===== config.mk =====
export PLATFORM = sky130hd
export DESIGN_NAME = alu_multicycle
export DESIGN_NICKNAME = d
export VERILOG_FILES = /design/src/rtl/alu_pkg.sv /design/src/rtl/alu_muldiv_iter.sv /design/src/rtl/alu_multicycle.sv
export SDC_FILE = /design/constraint.sdc
export NUM_CORES = 1
export LEC_CHECK = 0
export ABC_AREA = 1
export BUFFER_PORTS_ARGS = -buffer_cell sky130_fd_sc_hd__buf_2
export CAP_MARGIN = 10
export CELL_PAD_IN_SITES_DETAIL_PLACEMENT = 1
export CELL_PAD_IN_SITES_GLOBAL_PLACEMENT = 2
export CORE_UTILIZATION = 31
export DETAILED_ROUTE_END_ITERATION = 16
export HOLD_SLACK_MARGIN = 0.03
export PLACE_DENSITY = 0.8
export SLEW_MARGIN = 20
export SYNTH_ARGS = -nofsm -noshare
export SYNTH_HDL_FRONTEND = slang
export SYNTH_SLANG_ARGS = --single-unit
export TNS_END_PERCENT = 10

===== constraint.sdc =====
create_clock -name clk -period 1.65 [get_ports clk]
set_clock_uncertainty 0.1 [all_clocks]
set_input_delay 0.4125 -clock clk [delete_from_list [all_inputs] [get_ports clk]]
set_output_delay 0.4125 -clock clk [all_outputs]
set_load 0.03 [all_outputs]

===== src/rtl/alu_pkg.sv =====
// Shared opcode and FSM state definitions for the multi-cycle ALU.
// Opcodes are held at 5 bits so the 4-bit legacy set and the mul/div set share one enum.
package alu_pkg;

  localparam int OPCODE_DECODE_W = 5;

  typedef enum logic [OPCODE_DECODE_W-1:0] {
    OP_AND    = 5'b00000,
    OP_OR     = 5'b00001,
    OP_ADD    = 5'b00010,
    OP_SLT    = 5'b00011,
    OP_XOR    = 5'b00101,
    OP_SUB    = 5'b00110,
    OP_EQ     = 5'b01000,
    OP_SLTU   = 5'b01001,
    OP_SLL    = 5'b01010,
    OP_SRL    = 5'b01011,
    OP_ADD_L  = 5'b01100,
    OP_SRA    = 5'b01101,
    OP_MUL    = 5'b10000,
    OP_MULH   = 5'b10001,
    OP_MULHSU = 5'b10010,
    OP_MULHU  = 5'b10011,
    OP_DIV    = 5'b10100,
    OP_DIVU   = 5'b10101,
    OP_REM    = 5'b10110,
    OP_REMU   = 5'b10111
  } opcode_e;

  typedef enum logic [1:0] {
    ST_IDLE = 2'd0,
    ST_BUSY = 2'd1,
    ST_DONE = 2'd2
  } state_e;

  // Only 10xxx codes run through the iterative datapath; 11xxx are undefined.
  function automatic logic is_muldiv(input logic [OPCODE_DECODE_W-1:0] code);
    return code[4:3] == 2'b10;
  endfunction

endpackage


===== src/rtl/alu_muldiv_iter.sv =====
// Iterative multiply (shift-add) and divide (restoring) engine, one step per clock.
// Works on operand magnitudes; sign correction is folded into the final-step outputs.
module alu_muldiv_iter #(
  parameter int DATA_WIDTH = 32
) (
  input  logic                  clk,
  input  logic                  rst_n,
  input  logic                  start,
  input  logic                  abort,
  input  logic                  mul_mode,
  input  logic                  a_signed,
  input  logic                  b_signed,
  input  logic [DATA_WIDTH-1:0] a,
  input  logic [DATA_WIDTH-1:0] b,
  output logic                  done,
  output logic [DATA_WIDTH-1:0] hi,
  output logic [DATA_WIDTH-1:0] lo
);

  localparam int W  = DATA_WIDTH;
  localparam int CW = $clog2(DATA_WIDTH);
  localparam logic [CW-1:0] LAST = CW'(DATA_WIDTH - 1);

  logic          busy_q, busy_d;
  logic [CW-1:0] cnt_q, cnt_d;
  logic [W-1:0]  hi_q, hi_d;
  logic [W-1:0]  lo_q, lo_d;
  logic [W-1:0]  opnd_q, opnd_d;
  logic          mul_q, mul_d;
  logic          neg_lo_q, neg_lo_d;
  logic          neg_hi_q, neg_hi_d;

  logic          a_neg, b_neg;
  logic [W-1:0]  a_mag, b_mag;
  logic [W:0]    sum, shifted, diff;
  logic [W-1:0]  step_hi, step_lo;
  logic [2*W-1:0] prod_raw, prod_fix;

  // For mul: hi:lo is accumulator:multiplier. For div: hi:lo is remainder:quotient.
  always_comb begin
    sum     = {1'b0, hi_q} + {1'b0, opnd_q};
    shifted = {hi_q, lo_q[W-1]};
    diff    = shifted - {1'b0, opnd_q};
    step_hi = hi_q;
    step_lo = lo_q;
    if (mul_q) begin
      if (lo_q[0]) begin
        step_hi = sum[W:1];
        step_lo = {sum[0], lo_q[W-1:1]};
      end else begin
        step_hi = {1'b0, hi_q[W-1:1]};
        step_lo = {hi_q[0], lo_q[W-1:1]};
      end
    end else if (!diff[W]) begin
      step_hi = diff[W-1:0];
      step_lo = {lo_q[W-2:0], 1'b1};
    end else begin
      step_hi = shifted[W-1:0];
      step_lo = {lo_q[W-2:0], 1'b0};
    end
  end

  always_comb begin
    prod_raw = {step_hi, step_lo};
    prod_fix = neg_lo_q ? -prod_raw : prod_raw;
    if (mul_q) begin
      hi = prod_fix[2*W-1:W];
      lo = prod_fix[W-1:0];
    end else begin
      hi = neg_hi_q ? -step_hi : step_hi;
      lo = neg_lo_q ? -step_lo : step_lo;
    end
    done = busy_q && (cnt_q == LAST) && !abort;
  end

  always_comb begin
    a_neg    = a_signed && a[W-1];
    b_neg    = b_signed && b[W-1];
    a_mag    = a_neg ? -a : a;
    b_mag    = b_neg ? -b : b;
    busy_d   = busy_q;
    cnt_d    = cnt_q;
    hi_d     = hi_q;
    lo_d     = lo_q;
    opnd_d   = opnd_q;
    mul_d    = mul_q;
    neg_lo_d = neg_lo_q;
    neg_hi_d = neg_hi_q;
    if (abort) begin
      busy_d = 1'b0;
      cnt_d  = '0;
    end else if (start) begin
      busy_d   = 1'b1;
      cnt_d    = '0;
      hi_d     = '0;
      lo_d     = a_mag;
      opnd_d   = b_mag;
      mul_d    = mul_mode;
      neg_lo_d = a_neg ^ b_neg;
      // Remainder takes the dividend's sign; a product has one sign for both halves.
      neg_hi_d = mul_mode ? (a_neg ^ b_neg) : a_neg;
    end else if (busy_q) begin
      hi_d  = step_hi;
      lo_d  = step_lo;
      cnt_d = cnt_q + 1'b1;
      if (cnt_q == LAST) begin
        busy_d = 1'b0;
        cnt_d  = '0;
      end
    end
  end

  always_ff @(posedge clk or negedge rst_n) begin
    if (!rst_n) begin
      busy_q   <= 1'b0;
      cnt_q    <= '0;
      hi_q     <= '0;
      lo_q     <= '0;
      opnd_q   <= '0;
      mul_q    <= 1'b0;
      neg_lo_q <= 1'b0;
      neg_hi_q <= 1'b0;
    end else begin
      busy_q   <= busy_d;
      cnt_q    <= cnt_d;
      hi_q     <= hi_d;
      lo_q     <= lo_d;
      opnd_q   <= opnd_d;
      mul_q    <= mul_d;
      neg_lo_q <= neg_lo_d;
      neg_hi_q <= neg_hi_d;
    end
  end

endmodule


===== src/rtl/alu_multicycle.sv =====
// ALU with single-cycle logic/arith/shift ops and iterative mul/div behind a valid/ready FSM.
// Handshake: a transfer happens on a rising edge where valid && ready; the sender holds data until then.
module alu_multicycle
  import alu_pkg::*;
#(
  parameter int DATA_WIDTH    = 32,
  parameter int OPCODE_LENGTH = 4
) (
  input  logic                     clk,
  input  logic                     rst_n,
  input  logic                     in_valid,
  output logic                     in_ready,
  input  logic [DATA_WIDTH-1:0]    SrcA,
  input  logic [DATA_WIDTH-1:0]    SrcB,
  input  logic [OPCODE_LENGTH-1:0] Operation,
  input  logic                     flush,
  output logic                     out_valid,
  input  logic                     out_ready,
  output logic [DATA_WIDTH-1:0]    ALUResult,
  output logic                     Zero,
  output logic [1:0]               dbg_state
);

  localparam int SHW = $clog2(DATA_WIDTH);
  localparam logic [DATA_WIDTH-1:0] MIN_NEG = {1'b1, {(DATA_WIDTH-1){1'b0}}};

  state_e                  state_q, state_d;
  logic [DATA_WIDTH-1:0]   result_q, result_d;
  logic                    sel_lo_q, sel_lo_d;

  logic [OPCODE_LENGTH+4:0] op_ext;
  logic [4:0]              code;
  logic                    code_in_range;
  logic [SHW-1:0]          shamt;
  logic                    b_zero, div_ovf;
  logic [DATA_WIDTH-1:0]   sc_result;
  logic                    go_iter, iter_mul, iter_a_signed, iter_b_signed, iter_sel_lo;
  logic                    accept, iter_start, iter_done;
  logic [DATA_WIDTH-1:0]   iter_hi, iter_lo;

  assign in_ready  = rst_n && (state_q == ST_IDLE) && !flush;
  assign accept    = in_valid && in_ready;
  assign out_valid = (state_q == ST_DONE);
  assign ALUResult = result_q;
  assign Zero      = out_valid && (result_q == '0);
  assign dbg_state = state_q;

  // Wider opcodes only decode when their extra high bits are zero; a 4-bit opcode never reaches 1xxxx.
  always_comb begin
    op_ext        = {5'b00000, Operation};
    code          = op_ext[4:0];
    code_in_range = (op_ext[OPCODE_LENGTH+4:5] == '0);
    shamt         = SrcB[SHW-1:0];
    b_zero        = (SrcB == '0);
    div_ovf       = (SrcA == MIN_NEG) && (SrcB == '1);
    sc_result     = '0;
    go_iter       = 1'b0;
    iter_mul      = !code[2];
    iter_a_signed = 1'b0;
    iter_b_signed = 1'b0;
    iter_sel_lo   = 1'b0;
    if (code_in_range) begin
      case (code)
        OP_AND:          sc_result = SrcA & SrcB;
        OP_OR:           sc_result = SrcA | SrcB;
        OP_ADD, OP_ADD_L: sc_result = SrcA + SrcB;
        OP_SUB:          sc_result = SrcA - SrcB;
        OP_XOR:          sc_result = SrcA ^ SrcB;
        OP_SLT:          sc_result = {{(DATA_WIDTH-1){1'b0}}, $signed(SrcA) < $signed(SrcB)};
        OP_SLTU:         sc_result = {{(DATA_WIDTH-1){1'b0}}, SrcA < SrcB};
        OP_EQ:           sc_result = {{(DATA_WIDTH-1){1'b0}}, SrcA == SrcB};
        OP_SLL:          sc_result = SrcA << shamt;
        OP_SRL:          sc_result = SrcA >> shamt;
        OP_SRA:          sc_result = $unsigned($signed(SrcA) >>> shamt);
        OP_MUL:          begin go_iter = 1'b1; iter_sel_lo = 1'b1; end
        OP_MULH:         begin go_iter = 1'b1; iter_a_signed = 1'b1; iter_b_signed = 1'b1; end
        OP_MULHSU:       begin go_iter = 1'b1; iter_a_signed = 1'b1; end
        OP_MULHU:        go_iter = 1'b1;
        OP_DIV: begin
          iter_a_signed = 1'b1;
          iter_b_signed = 1'b1;
          iter_sel_lo   = 1'b1;
          if (b_zero)       sc_result = '1;
          else if (div_ovf) sc_result = SrcA;
          else              go_iter = 1'b1;
        end
        OP_DIVU: begin
          iter_sel_lo = 1'b1;
          if (b_zero) sc_result = '1;
          else        go_iter = 1'b1;
        end
        OP_REM: begin
          iter_a_signed = 1'b1;
          iter_b_signed = 1'b1;
          if (b_zero)       sc_result = SrcA;
          else if (div_ovf) sc_result = '0;
          else              go_iter = 1'b1;
        end
        OP_REMU: begin
          if (b_zero) sc_result = SrcA;
          else        go_iter = 1'b1;
        end
        default:         sc_result = '0;
      endcase
    end
  end

  always_comb begin
    state_d    = state_q;
    result_d   = result_q;
    sel_lo_d   = sel_lo_q;
    iter_start = 1'b0;
    if (flush) begin
      state_d  = ST_IDLE;
      result_d = '0;
    end else begin
      case (state_q)
        ST_IDLE: begin
          if (accept) begin
            if (go_iter) begin
              state_d    = ST_BUSY;
              sel_lo_d   = iter_sel_lo;
              iter_start = 1'b1;
            end else begin
              state_d  = ST_DONE;
              result_d = sc_result;
            end
          end
        end
        ST_BUSY: begin
          if (iter_done) begin
            state_d  = ST_DONE;
            result_d = sel_lo_q ? iter_lo : iter_hi;
          end
        end
        ST_DONE: begin
          if (out_ready) state_d = ST_IDLE;
        end
        default: state_d = ST_IDLE;
      endcase
    end
  end

  always_ff @(posedge clk or negedge rst_n) begin
    if (!rst_n) begin
      state_q  <= ST_IDLE;
      result_q <= '0;
      sel_lo_q <= 1'b0;
    end else begin
      state_q  <= state_d;
      result_q <= result_d;
      sel_lo_q <= sel_lo_d;
    end
  end

  alu_muldiv_iter #(
    .DATA_WIDTH(DATA_WIDTH)
  ) u_iter (
    .clk      (clk),
    .rst_n    (rst_n),
    .start    (iter_start),
    .abort    (flush),
    .mul_mode (iter_mul),
    .a_signed (iter_a_signed),
    .b_signed (iter_b_signed),
    .a        (SrcA),
    .b        (SrcB),
    .done     (iter_done),
    .hi       (iter_hi),
    .lo       (iter_lo)
  );

endmodule


==> flow_summary.json, run 1 <==
{
  "yosysTopAreaCellShare_pct": 26.34,
  "grt_max_degree": 59,
  "design.core.area_sq_um": 36700,
  "track_usage_pct": 39.22,
  "place_ws_ps": -1523,
  "drt_iter0_drc": 1342,
  "cts_tree": "built",
  "synth.cell_area_sq_um": 11590,
  "place_congestion": 0.9885,
  "clock_path_buffers": 2,
  "avgSynthCellArea_sq_um": 5.048,
  "status": "finished with violations",
  "cp_num_buf_inv": 7,
  "power_w": 0.007709,
  "setup_violations": 34,
  "yosysWarnings": 0,
  "hold_class": "in2async",
  "yosysSeqAreaShare_pct": 7.127,
  "hpwl_um": 64030,
  "io_buffers": 108,
  "via_count": 17830,
  "r2r-end": "ALUResult[10]$_DFFE_PN0P_",
  "cp_slowest_stage_delay_ps": 290,
  "ys_async_sr_fraction_pct": 100.0,
  "clk_pin_slew_worst_paths_ps": 70,
  "synthXorXnorAreaFrac_pct": 0.3780,
  "diodes": 0,
  "synth_edf_count": 0,
  "start_kind": "input pin",
  "fin_ws_ps": -721.6,
  "synth_simple_gate_area_share_pct": 57.00,
  "path_class": "in2reg",
  "cp_common_cell": "nand2_1",
  "numCtsBuffers": 5,
  "grt_pass1_wl_um": 112200,
  "antenna_found_initial": 0,
  "layout_commonest_cell": "nand2_1",
  "synth_compound_area_share_pct": 8.758,
  "antenna_left": 0,
  "synth.distinct_cells": 51,
  "reg2reg_slack_ps": 90,
  "leakage_nw": 10.23,
  "ys.flop_type": "dfrtp_1",
  "die_area_sq_um": 38150,
  "final_nets": 3034,
  "ir_worst_vdd_uv": 475.2,
  "grt_pass1_vias": 18650,
  "max-cap-violations": 0,
  "firstDrtPassIters": 5,
  "finalHoldViolCount": 0,
  "tightestPinTransition_ps": 535.5,
  "synth_area_leaders": "nand2_1 26%, nand3_1 19%, ha_1 11%",
  "layout_common_cells": "760 x nand2_1, 533 x buf_4, 416 x nand3_1",
  "synthMuxAreaShare_pct": 0.08639,
  "synth_top_family_by_area": "simple AND/OR/NAND/NOR gates",
  "yosys.area_share.adder_pct": 11.14,
  "die_w_um": 195.3,
  "wl_per_cell_um": 22.84,
  "cts_root_buffer": "clkbuf_16",
  "grt_remaining_overflow": 0,
  "initial_utilization_pct": 31.57,
  "end_kind": "register",
  "critPathMaxFanout": 5,
  "finalWirelength_um": 76020,
  "fmaxAchievable_mhz": 421.7,
  "htree_num_levels": 2,
  "violations": "negative setup slack",
  "syn2layout_area_growth_pct": 54.15,
  "worstReg2RegStart": "dbg_state[1]$_DFFE_PN0P_",
  "synth_cells": 2295,
  "period_needed_ps": 2372,
  "powerDensity_nw_per_um2": 431.6,
  "relSlewSlack_pct": 64.30,
  "clk_latency_ps": 290,
  "crit_slowest_cell": "ha_4",
  "syn_nets": 2470,
  "period_share_pct": 143.7,
  "num_io_pins": 110,
  "ys_ff_latch": 33,
  "crit_chain": "clkbuf_4, inv_1, ha_4, buf_4, inv_1, nand2_1, nand2_1, inv_2, nand2_2, buf_4, nand2_1, nand2_1, buf_4, nand2_1, nand4_1, nand3_1, nand3_2, nand2_1, nand2_1",
  "cts.sinks": 33,
  "required_ps": 1740,
  "critical-path-top-delay-family": "simple AND/OR/NAND/NOR gates",
  "ff2ff_path_depth": 9,
  "die_h_um": 195.3,
  "yosysTopAreaCell": "nand2_1",
  "rsz0062_at_grt": "yes",
  "rows": 70,
  "arrival_ps": 2460,
  "vias_per_cell": 5.358,
  "drive_above_1_share_pct": 31.89,
  "drc": 0,
  "drv_slew": 0
}
worst register-to-register path, delay by kind of cell, from the launching register on:
kind	cells	cell delay, ps
buffers and inverters	4	530
and+or+nand+nor	5	490
DFF	1	380
synth_stat cells (6+ instances only):
library cell  instances
a21oi_1              67
clkbuf_1             23
nand3_1             445
nand2_1             813
and2_1               12
o22ai_1              20
nand2_2               7
o21ai_0              40
inv_2                14
o21bai_1              6
inv_1               317
nor3_1               23
buf_1                 8
nand4_1              27
nand3b_1              6
a31oi_1               6
o21ai_1              12
dfrtp_1              33
o211ai_1             17
ha_1                100
buf_4                10
buf_2                60
nor2_1              174
how the worst max path moves through the flow:
stage,start,end,cells past startpoint
after CTS,ALUResult[9]$_DFFE_PN0P_,Zero,6
after global placement,SrcB[0],ALUResult[14]$_DFFE_PN0P_,15
after global routing,SrcA[14],ALUResult[27]$_DFFE_PN0P_,19
after detailed placement,SrcB[0],ALUResult[14]$_DFFE_PN0P_,15
final,SrcA[14],ALUResult[27]$_DFFE_PN0P_,19
after floorplan,SrcB[2],ALUResult[0]$_DFFE_PN0P_,22
flip-flops by register name, indices dropped and copies added (netlist names):
register / cells
ALUResult: 32
dbg_state: 1
report_power, final:
group	switching, W	internal, W
logic	0.00351	0.00232
clock network	0.000455	0.000556
registers	0.0000280	0.000839
logic make-up after synthesis:
family                   count (synthesis)
AND/OR/NAND/NOR                       1536
other                                    1
buffers and inverters                  439
XOR/XNOR                                 5
AO/OA/AOI/OAI                          178
adder cells (fa/ha/maj)                102
multiplexers                             1
flip-flops                              33
per-stage QoR:
step	area [sq um]	TNS (ps)	hold slack (ps)	cells	utilization, %
floorplan	11730	-20120	16.91	2295	-
global placement	16450	-34730	321.8	3308	44.82
detailed placement	16450	-35850	334.1	3308	44.82
CTS	17520	-18190	175.2	3324	47.73
global route	17860	-21780	196.0	3328	48.67
finish	17860	-18650	177.7	3328	48.67
routing by layer:
metal / GRT usage (%) / vias up / wire (um)
li1: - / 8428 / -
met3: 3.921 / 163 / 4084
met5: 0 / - / 0
met4: 17.35 / 0 / 3998
met2: 67.91 / 565 / 35780
met1: 49.05 / 8674 / 32160
layout make-up:
type                    instances  area [sq um]
fillers                      5203         18840
multi-input cells            1823         10010
repair buffers                662          5017
inverters                     334          1276
flip-flops and latches         33         825.8
well taps                     468         585.6
clock buffers                   5         125.1
clock inverters                 3         17.52
what timing repair did:
action / 4_1_cts / 5_1_grt
setup endpoints to repair: 34 / 34
setup buffers: 4 / 4
gates cloned: 3 / 0
endpoints found under the hold margin: 5 / 0
hold buffers: 1 / 0
pin swaps: 39 / 13
resized for setup: 199 / 88
No activity file was read; power rests on OpenSTA's default activity.
==> run 2: changes to the inputs <==
--- a/config.mk
+++ b/config.mk
@@ -10,6 +10,7 @@
 export CAP_MARGIN = 10
 export CELL_PAD_IN_SITES_DETAIL_PLACEMENT = 1
 export CELL_PAD_IN_SITES_GLOBAL_PLACEMENT = 2
+export CORE_MARGIN = 2
 export CORE_UTILIZATION = 31
 export DETAILED_ROUTE_END_ITERATION = 16
 export HOLD_SLACK_MARGIN = 0.03
==> run 2 against run 1 <==
Against the previous run: the run still ends with negative setup slack left; fmax is 0.26% lower; combinational power is 3% lower; utilization is 0.72 points lower; routed wire length is 1.5% lower; setup slack worse by 6.2 ps; hold slack worse by 14 ps; sequential share of layout area is 0.076 points higher; final cell count is 0.72% lower; clock-buffer cell count stayed put; non-clock buffer count is 25 lower; design area is 1.5% lower; highest routed layer unchanged.
==> flow_summary.json, run 2 (same netlist as run 1, synthesis figures left out) <==
{
  "status": "finished with violations",
  "violations": "negative setup slack",
  "antenna_found_initial": 1,
  "route.met3.wl_um": 2911,
  "cts_tree": "built",
  "drive_above_1_share_pct": 31.43,
  "drc": 0,
  "die_area_sq_um": 38940,
  "switchingPower_w": 0.003913,
  "track_usage_pct": 38.00,
  "met2_length_um": 35100,
  "num_io_pins": 110,
  "grt_max_degree": 52,
  "io_buffers": 108,
  "largest_register_ff_count": 32,
  "clk_pin_slew_worst_paths_ps": 70,
  "period_needed_ps": 2378,
  "grt_pass1_vias": 18450,
  "max-cap-violations": 0,
  "via_count": 17670,
  "clkPwrFrac_pct": 13.5,
  "ir_worst_vdd_uv": 353.7,
  "tightestPinTransition_ps": 503.4,
  "swShare_pct": 51.97,
  "relSlewSlack_pct": 66.44,
  "path_class": "reg2out",
  "final_nets": 3009,
  "reg2reg_slack_ps": 10,
  "arrival_ps": 1870,
  "fmaxAchievable_mhz": 420.6,
  "cts_root_buffer": "clkbuf_16",
  "finalHoldViolCount": 0,
  "ff2ff_path_depth": 9,
  "firstDrtPassIters": 5,
  "clock_path_buffers": 2,
  "design.core.area_sq_um": 36700,
  "layout_common_cells": "751 x nand2_1, 506 x buf_4, 416 x nand3_1",
  "hpwl_um": 63770,
  "finalWirelength_um": 74870,
  "clk_latency_ps": 300,
  "leakage_nw": 10.06,
  "grt_remaining_overflow": 0,
  "start_kind": "register",
  "setup_tns_ps": -19080,
  "syn2layout_area_growth_pct": 51.88,
  "drv_slew": 0,
  "vias_per_cell": 5.347,
  "die_w_um": 197.3,
  "required_ps": 1140,
  "hold_class": "in2async",
  "htree_num_levels": 2,
  "nFillCells": 5223,
  "highest_layer": "met4",
  "fin_ws_ps": -727.8,
  "r2r-end": "ALUResult[11]$_DFFE_PN0P_",
  "numCtsBuffers": 5,
  "antenna_left": 0,
  "power_frac_seq_pct": 11.5,
  "cts.sinks": 33,
  "power_w": 0.007529,
  "place_congestion": 1.032,
  "grt_pass1_wl_um": 110400,
  "wl_per_cell_um": 22.66,
  "die_h_um": 197.3,
  "powerDensity_nw_per_um2": 427.9,
  "rows": 70,
  "critPathMaxFanout": 2,
  "place_ws_ps": -1404,
  "setup_violations": 35,
  "initial_utilization_pct": 31.57,
  "drt-met1-wl_um": 32860,
  "rsz0062_at_grt": "yes",
  "comb_power_share_pct": 75.0,
  "drt_iter0_drc": 1240,
  "end_kind": "primary output",
  "worstReg2RegStart": "dbg_state[1]$_DFFE_PN0P_",
  "period_share_pct": 144.1,
  "layout_commonest_cell": "nand2_1",
  "p_int_w": 0.003617
}
[run 2: cell types whose count changed in the layout (fill, tap and decap cells not counted), moves of 3 or more]
cell and change:
o21bai_2 -3, nand2_1 -9, a21oi_2 +3, buf_12 +6, buf_6 -6, buf_2 +3, buf_4 -27, nand3_2 +3
inv_2 -5, nand3_4 -3, nand2_2 +13, inv_1 +4, o21bai_1 +3, nand2_4 -4
[run 2: how the worst max path moves through the flow]
| stage | from | endpoint | slack (ps) | cells after the start |
|---|---|---|---|---|
| 2_1_floorplan | SrcB[2] | ALUResult[0]$_DFFE_PN0P_ | -700 | 22 |
| 3_3_place_gp | SrcA[12] | ALUResult[14]$_DFFE_PN0P_ | -1390 | 17 |
| 3_5_place_dp | SrcA[12] | ALUResult[14]$_DFFE_PN0P_ | -1400 | 17 |
| 4_1_cts | ALUResult[4]$_DFFE_PN0P_ | Zero | -750 | 6 |
| 5_1_grt | SrcA[6] | ALUResult[0]$_DFFE_PN0P_ | -800 | 19 |
| 6_report | ALUResult[4]$_DFFE_PN0P_ | Zero | -730 | 6 |
[run 2: layout make-up]
class | count | area, sq um | area share [%]
repair buffers | 637 | 4812 | 27.35
multi-input cells | 1823 | 9948 | 56.53
clock buffers | 5 | 125.1 | 0.7110
flip-flops and latches | 33 | 827.0 | 4.700
diodes | 1 | 2.502 | 0.01422
clock inverters | 3 | 17.52 | 0.09954
well taps | 468 | 585.6 | 3.328
inverters | 334 | 1279 | 7.267
[run 2: power by group through the flow]
| stage | Sequential (W) | Clock (W) | Combinational, W |
|---|---|---|---|
| 2_1_floorplan | 0.000937 | 0 | 0.00240 |
| 3_3_place_gp | 0.000877 | 0 | 0.00500 |
| 3_5_place_dp | 0.000878 | 0 | 0.00511 |
| 4_1_cts | 0.000865 | 0.00104 | 0.00540 |
| 5_1_grt | 0.000868 | 0.00105 | 0.00605 |
| 6_report | 0.000866 | 0.00102 | 0.00564 |
[run 2: per-layer routing]
metal  GRT usage, %  vias up
met5              0        -
met4          17.52        0
met3          3.056      150
met2          65.06      470
met1          48.45     8664
li1               -     8384
[run 2: metrics by stage]
step	hold slack, ps	instance area (sq um)	instances	utilization [%]
after floorplan	16.91	11730	2295	-
after global placement	315.8	16430	3291	44.78
after detailed placement	320.4	16430	3291	44.78
after CTS	168.7	17300	3301	47.13
after global routing	200.4	17590	3303	47.94
final	164.1	17600	3304	47.95
[run 2: repair_timing]
action,CTS,global route
pin swaps,28,16
endpoints found under the setup margin,36,35
setup buffers,1,2
hold endpoints to repair,4,0
hold buffers,1,0
gates resized for setup,178,89
[run 2: worst max-delay path, cell delays in order (launching register included)]
cell     delay (ps)
dfrtp_1         420
nor4_4          310
buf_4           160
and2_4          120
nand4_1         120
nor4b_2         240
buf_4           200
